===== src/rtl/keyboard_movement_decoder_if.sv =====
`default_nettype none
// ---------------------------------------------------------------------------
// keyboard_movement_decoder_if
// Scancode byte stream from the PS/2 receiver into the movement decoder.
// Revision: 1.0
// ---------------------------------------------------------------------------
interface keyboard_movement_decoder_if;
  logic [7:0] scan_data;
  logic       scan_valid;

  modport master (output scan_data, output scan_valid);
  modport slave  (input  scan_data, input  scan_valid);
endinterface
`default_nettype wire


===== src/rtl/keyboard_movement_decoder.sv =====
`default_nettype none
// ---------------------------------------------------------------------------
// keyboard_movement_decoder
// Turns PS/2 set-2 make/break scancodes into held movement levels.
// Revision: 1.0
// ---------------------------------------------------------------------------
module keyboard_movement_decoder #(
  parameter int ENABLE_WASD    = 1,
  parameter int PREFIX_TIMEOUT = 1000000
) (
  input  wire logic                  clock,
  input  wire logic                  reset,
  keyboard_movement_decoder_if.slave scan,
  output logic                       turn_right,
  output logic                       turn_left,
  output logic                       move_forward,
  output logic                       move_backward,
  output logic                       key_event,
  output logic                       prefix_error
);

  localparam int                 c_cnt_w        = $clog2(PREFIX_TIMEOUT) + 1;
  localparam logic [c_cnt_w-1:0] c_timeout_last = c_cnt_w'(PREFIX_TIMEOUT - 2);
  localparam logic [3:0]         c_wasd_gate    = (ENABLE_WASD != 0) ? 4'hF : 4'h0;
  localparam logic [7:0]         c_code_ext     = 8'hE0;
  localparam logic [7:0]         c_code_brk     = 8'hF0;

  typedef enum logic [1:0] {
    ST_IDLE    = 2'd0,
    ST_EXT     = 2'd1,
    ST_BRK     = 2'd2,
    ST_EXT_BRK = 2'd3
  } state_t;

  state_t               r_state;
  logic [c_cnt_w-1:0]   r_cnt;
  logic [3:0]           r_arrow;
  logic [3:0]           r_wasd;
  logic [3:0]           r_out;
  logic                 r_key_event;
  logic                 r_prefix_error;

  state_t               w_state_nxt;
  logic [c_cnt_w-1:0]   w_cnt_nxt;
  logic [3:0]           w_arrow_nxt;
  logic [3:0]           w_wasd_nxt;
  logic [3:0]           w_out_nxt;
  logic [3:0]           w_arrow_mask;
  logic [3:0]           w_wasd_mask;
  logic                 w_timeout;

  // Bit order everywhere is {right, left, forward, backward}.
  always_comb begin
    w_arrow_mask = 4'b0000;
    w_wasd_mask  = 4'b0000;
    case (scan.scan_data)
      8'h74:   w_arrow_mask = 4'b1000;
      8'h6B:   w_arrow_mask = 4'b0100;
      8'h75:   w_arrow_mask = 4'b0010;
      8'h72:   w_arrow_mask = 4'b0001;
      8'h23:   w_wasd_mask  = 4'b1000;
      8'h1C:   w_wasd_mask  = 4'b0100;
      8'h1D:   w_wasd_mask  = 4'b0010;
      8'h1B:   w_wasd_mask  = 4'b0001;
      default: ;
    endcase
  end

  always_comb begin
    w_state_nxt = r_state;
    w_cnt_nxt   = r_cnt;
    w_arrow_nxt = r_arrow;
    w_wasd_nxt  = r_wasd;
    w_timeout   = 1'b0;
    if (scan.scan_valid) begin
      w_cnt_nxt   = '0;
      w_state_nxt = ST_IDLE;
      if (scan.scan_data == c_code_ext) begin
        w_state_nxt = ST_EXT;
      end else if (scan.scan_data == c_code_brk) begin
        w_state_nxt = (r_state == ST_EXT || r_state == ST_EXT_BRK) ? ST_EXT_BRK : ST_BRK;
      end else begin
        // Masks are zero for codes of the wrong family, so those bytes are no-ops.
        case (r_state)
          ST_IDLE:    w_wasd_nxt  = r_wasd  |  w_wasd_mask;
          ST_EXT:     w_arrow_nxt = r_arrow |  w_arrow_mask;
          ST_BRK:     w_wasd_nxt  = r_wasd  & ~w_wasd_mask;
          ST_EXT_BRK: w_arrow_nxt = r_arrow & ~w_arrow_mask;
          default:    ;
        endcase
      end
    end else if (r_state != ST_IDLE) begin
      // Abandon the prefix on the cycle the counter would reach PREFIX_TIMEOUT-1.
      if (r_cnt == c_timeout_last) begin
        w_timeout   = 1'b1;
        w_state_nxt = ST_IDLE;
        w_cnt_nxt   = '0;
      end else if (r_cnt != '1) begin
        w_cnt_nxt = r_cnt + 1'b1;
      end
    end
    w_out_nxt = w_arrow_nxt | (w_wasd_nxt & c_wasd_gate);
  end

  always_ff @(posedge clock) begin
    if (!reset) begin
      r_state        <= ST_IDLE;
      r_cnt          <= '0;
      r_arrow        <= 4'b0000;
      r_wasd         <= 4'b0000;
      r_out          <= 4'b0000;
      r_key_event    <= 1'b0;
      r_prefix_error <= 1'b0;
    end else begin
      r_state        <= w_state_nxt;
      r_cnt          <= w_cnt_nxt;
      r_arrow        <= w_arrow_nxt;
      r_wasd         <= w_wasd_nxt;
      r_out          <= w_out_nxt;
      r_key_event    <= (w_out_nxt != r_out);
      r_prefix_error <= w_timeout;
    end
  end

  assign turn_right    = r_out[3];
  assign turn_left     = r_out[2];
  assign move_forward  = r_out[1];
  assign move_backward = r_out[0];
  assign key_event     = r_key_event;
  assign prefix_error  = r_prefix_error;

endmodule
`default_nettype wire


===== src/flat_wrapper.sv =====
// flat-port wrapper written by rule: the top's interface ports become plain ports
module keyboard_movement_decoder_flat 
#(
  parameter int ENABLE_WASD    = 1,
  parameter int PREFIX_TIMEOUT = 1000000
)
  (clock, reset, turn_right, turn_left, move_forward, move_backward, key_event, prefix_error, scan_scan_data, scan_scan_valid);
  keyboard_movement_decoder_if scan_i ();
  input  wire logic clock;
  input  wire logic reset;
  output logic turn_right;
  output logic turn_left;
  output logic move_forward;
  output logic move_backward;
  output logic key_event;
  output logic prefix_error;
  input wire logic [$bits(scan_i.scan_data)-1:0] scan_scan_data;
  input wire logic [$bits(scan_i.scan_valid)-1:0] scan_scan_valid;
  assign scan_i.scan_data = scan_scan_data;
  assign scan_i.scan_valid = scan_scan_valid;
  keyboard_movement_decoder #(.ENABLE_WASD(ENABLE_WASD), .PREFIX_TIMEOUT(PREFIX_TIMEOUT)) u_core (.clock(clock), .reset(reset), .scan(scan_i), .turn_right(turn_right), .turn_left(turn_left), .move_forward(move_forward), .move_backward(move_backward), .key_event(key_event), .prefix_error(prefix_error));
endmodule

===== config.mk =====
export PLATFORM = sky130hd
export DESIGN_NAME = keyboard_movement_decoder_flat
export DESIGN_NICKNAME = d
export VERILOG_FILES = /design/src/rtl/keyboard_movement_decoder_if.sv /design/src/rtl/keyboard_movement_decoder.sv /design/src/flat_wrapper.sv
export SDC_FILE = /design/constraint.sdc
export NUM_CORES = 1
export LEC_CHECK = 0
export ABC_AREA = 1
export CAP_MARGIN = 20
export CORE_MARGIN = 2
export CORE_UTILIZATION = 29
export CTS_CLUSTER_DIAMETER = 100
export DETAILED_ROUTE_END_ITERATION = 16
export GPL_TIMING_DRIVEN = 0
export PLACE_DENSITY_LB_ADDON = 0.12
export SYNTH_ARGS = -nofsm -noshare
export SYNTH_HDL_FRONTEND = slang
export SYNTH_SLANG_ARGS = --single-unit
export TNS_END_PERCENT = 50

===== constraint.sdc =====
create_clock -name clock -period 2.9 [get_ports clock]
set_input_delay 0.435 -clock clock [delete_from_list [all_inputs] [get_ports clock]]
set_output_delay 0.435 -clock clock [all_outputs]
set_load 0.01 [all_outputs]

==> flow_metrics.py <==
metrics = {
    "place": {
        "dp_hpwl_um": 3954,
        "place.gp.congestion": 0.8850,
        "io_buffers": 16,
    },
    "synthesis": {
        "synth_compound_area_frac": 0.07536,
        "synthesis.area_um2": 2092,
        "synth_top_family_by_area": "simple AND/OR/NAND/NOR gates",
        "synth_xor_area_frac": 0.008373,
        "async_reset_ff_frac": 0,
        "ys_top_cells_by_count": "nand2_1 (101), nor2_1 (53), inv_1 (43)",
        "synth-simple-area-share": 0.4456,
        "synth_edf_count": 0,
        "synth.avg_cell_area_um2": 6.263,
        "synthAdderAreaFrac": 0.01196,
        "netlist_instances": 334,
        "yosys-mux-area-fraction": 0,
        "ys_ff_latch": 37,
        "synth_top_area_cell": "dfxtp_1",
        "ys.flop_type": "dfxtp_1",
        "yosys-top-cells-area": "dfxtp_1 (35%), nand2_1 (18%), nor2_1 (9.5%), inv_1 (7.7%), nand3_1 (5.5%)",
        "yosysSeqAreaShare": 0.3541,
        "synth_top_cell_area_share": 0.3541,
        "syn-num-nets": 347,
        "yosysWarnings": 0,
        "synth_cell_types": 25,
        "synth_most_common_cell": "nand2_1",
    },
    "cells_and_area": {
        "diodes": 0,
        "area_delta_synth_final_pct": 19.80,
        "nFillCells": 752,
        "seq_area_um2": 740.7,
        "nNetsFinal": 370,
        "drive_gt1_frac": 0.07821,
        "multi_input_area_um2": 1132,
    },
    "critical_path": {
        "r2r_start": "u_core.r_cnt[0]",
        "crit_chain": "clkdlybuf4s50_1, inv_1, nor2_1, inv_1, nor2_1, nand2_1, nand2_1, nand2_1, nand2_1, nand2_1, nand2_1, nand2_1, nor2_1, nor2_1",
        "rrSetupSlack_ns": 1.12,
        "arrival_ns": 2.10,
        "crit_path_max_incr_delay_ns": 0.47,
        "crit_slowest_cell": "clkdlybuf4s50_1",
        "critical_path_required_ns": 3.07,
        "r2r-end": "u_core.r_cnt[18]",
        "cp-start-kind": "input port",
        "worst_setup_path_end_kind": "flop",
        "crit_type": "in -> reg",
        "r2r_cells": 10,
        "crit_top_cell": "nand2_1",
        "path_buf_inv": 3,
        "crit_fanout": 4,
        "cpLargestDelayFamily": "simple AND/OR/NAND/NOR gates",
    },
    "cts": {
        "cts_inserted_buffers": 5,
        "clk_pin_slew_ns": 0.07,
        "htree_levels": 2,
        "post_cts_buffers": 0,
        "clock_path_buffers": 2,
        "cts_root_buf": "clkbuf_8",
        "cts_tree": "done",
        "cts_sinks": 37,
        "worstSkewPairLatency_ns": 0.30,
        "cts_hold_buf": 0,
        "ctsResizeCount": 0,
    },
    "timing": {
        "drv_slew": 0,
        "rsz0062_at_grt": "false",
        "finalSetupTns_ns": 0,
        "worst_clock_skew_ns": 0.01537,
        "max_freq_mhz": 518.5,
        "hold_viol_final": 0,
        "relSlewSlack": 0.6928,
        "final-setup-viol-count": 0,
        "period_needed_ns": 1.929,
        "worstMarginPinSlew_ns": 0.4608,
        "holdWs_ns": 0.4791,
        "final.period_utilization": 0.6651,
    },
    "power_and_ir_drop": {
        "peakVddDrop_v": 0.0001927,
        "power_leakage_nw": 0.9933,
        "power.density_nw_per_um2": 442.1,
    },
    "drt": {
        "drc": 0,
        "drt-total-wl_um": 5069,
        "via_per_inst": 4.410,
        "ant_nets": 0,
        "drtPass1Iterations": 4,
        "vias": 2002,
        "drt_iter0_markers": 123,
        "avgRoutedWirePerCell_um": 11.17,
    },
    "run_status": {
        "status": "finished clean",
    },
    "min_path": {
        "holdPathStages": 2,
        "min_to": "u_core.r_state[0]",
        "hold_start": "u_core.r_state[0]",
        "hold_path_class": "reg -> reg",
    },
    "grt": {
        "overflow": 0,
        "grt_max_degree": 13,
        "grt_usage": 0.1498,
        "grt_pass1_wl_um": 9183,
        "antenna_found_initial": 0,
        "grt_pass1_vias": 1970,
    },
    "floorplanning": {
        "die_x_um": 88.94,
        "core_area_um2": 6869,
        "rows": 30,
        "boundaryPins": 17,
        "chipHeight_um": 88.94,
        "fp.dieArea_um2": 7909,
        "initial_utilization": 0.3046,
    },
    "run": {
        "maxCapViolCount": 0,
    },
}
## worst max-delay path by stage
stage	startpoint	to	slack, ns	cells after the start
after floorplan	u_core.r_cnt[1]	u_core.r_cnt[17]	1.43	11
after global placement	scan_scan_data[4]	u_core.key_event	0.66	12
after detailed placement	scan_scan_data[4]	u_core.key_event	0.67	14
after CTS	scan_scan_data[4]	u_core.key_event	0.98	14
after global routing	scan_scan_data[4]	u_core.key_event	0.80	14
final	scan_scan_data[4]	u_core.key_event	0.97	14
## placed cells by master (no fill, tap or decap), drive strengths merged, types with 2 or more instances in the layout
cell type,n
xor2,2
inv,47
nand2,104
nor3,8
clkbuf,6
buf,4
o21bai,5
clkdlybuf4s50,16
bufinv,2
dfxtp,37
o21ai,6
nor2,57
nand4,12
nand3,24
nor4,5
a21oi,18
ha,2
## state kept, by name (all words and copies together), names as in the netlist
signal,flops
u_core.r_arrow,4
u_core.key_event,1
u_core.r_cnt,21
u_core.r_wasd,4
u_core.r_out,4
u_core.r_state,2
u_core.prefix_error,1
## where the power goes
group	leakage, nW	internal, W	switching [W]	total (W)
Sequential	0.298	0.000508	0.000000200	0.000508
Combinational	0.627	0.0000214	0.0000320	0.0000534
Clock	0.0681	0.000342	0.000204	0.000546
## logic make-up after synthesis
logic type | count (synthesis)
xor+xnor | 2
simple gates | 212
flops | 37
fa+ha+maj | 2
buf+inv | 52
compound gates | 29
## layout make-up
type / instances / share of cell area
multi-input combinational: 245 / 0.4518
clock buffer: 5 / 0.02746
tap: 96 / 0.04793
sequential: 37 / 0.2956
clock inverter: 3 / 0.02596
buffer: 5 / 0.01697
inverter: 47 / 0.07039
timing repair buffer: 16 / 0.06390
## routing by layer
layer  part of all wire  track usage  up-vias  wire length [um]
met2               0.41       0.2164       31              2095
met1               0.53       0.2165      859              2696
met5                  0            0        -                 0
li1                   -            -     1105                 -
met3              0.042      0.04155        7               213
met4              0.013      0.04613        0                64
## worst min-delay path, stage by stage, from the launching register on
cell	delay, ns
dfxtp_1	0.33
nand2_1	0.07
nand2_1	0.04
## through the flow
stage	instances	total power (W)	utilization	setup WS (ns)	instance area, um^2
2_1_floorplan	334	0.0005474	-	1.434	2092
3_5_place_dp	446	0.0005738	0.3454	0.6735	2372
3_3_place_gp	446	0.0005738	0.3454	0.6594	2372
4_1_cts	454	0.001122	0.3648	0.9828	2506
6_report	454	0.001108	0.3648	0.9713	2506
5_1_grt	454	0.001155	0.3648	0.8026	2506
Power figures use the tool's default switching activity.
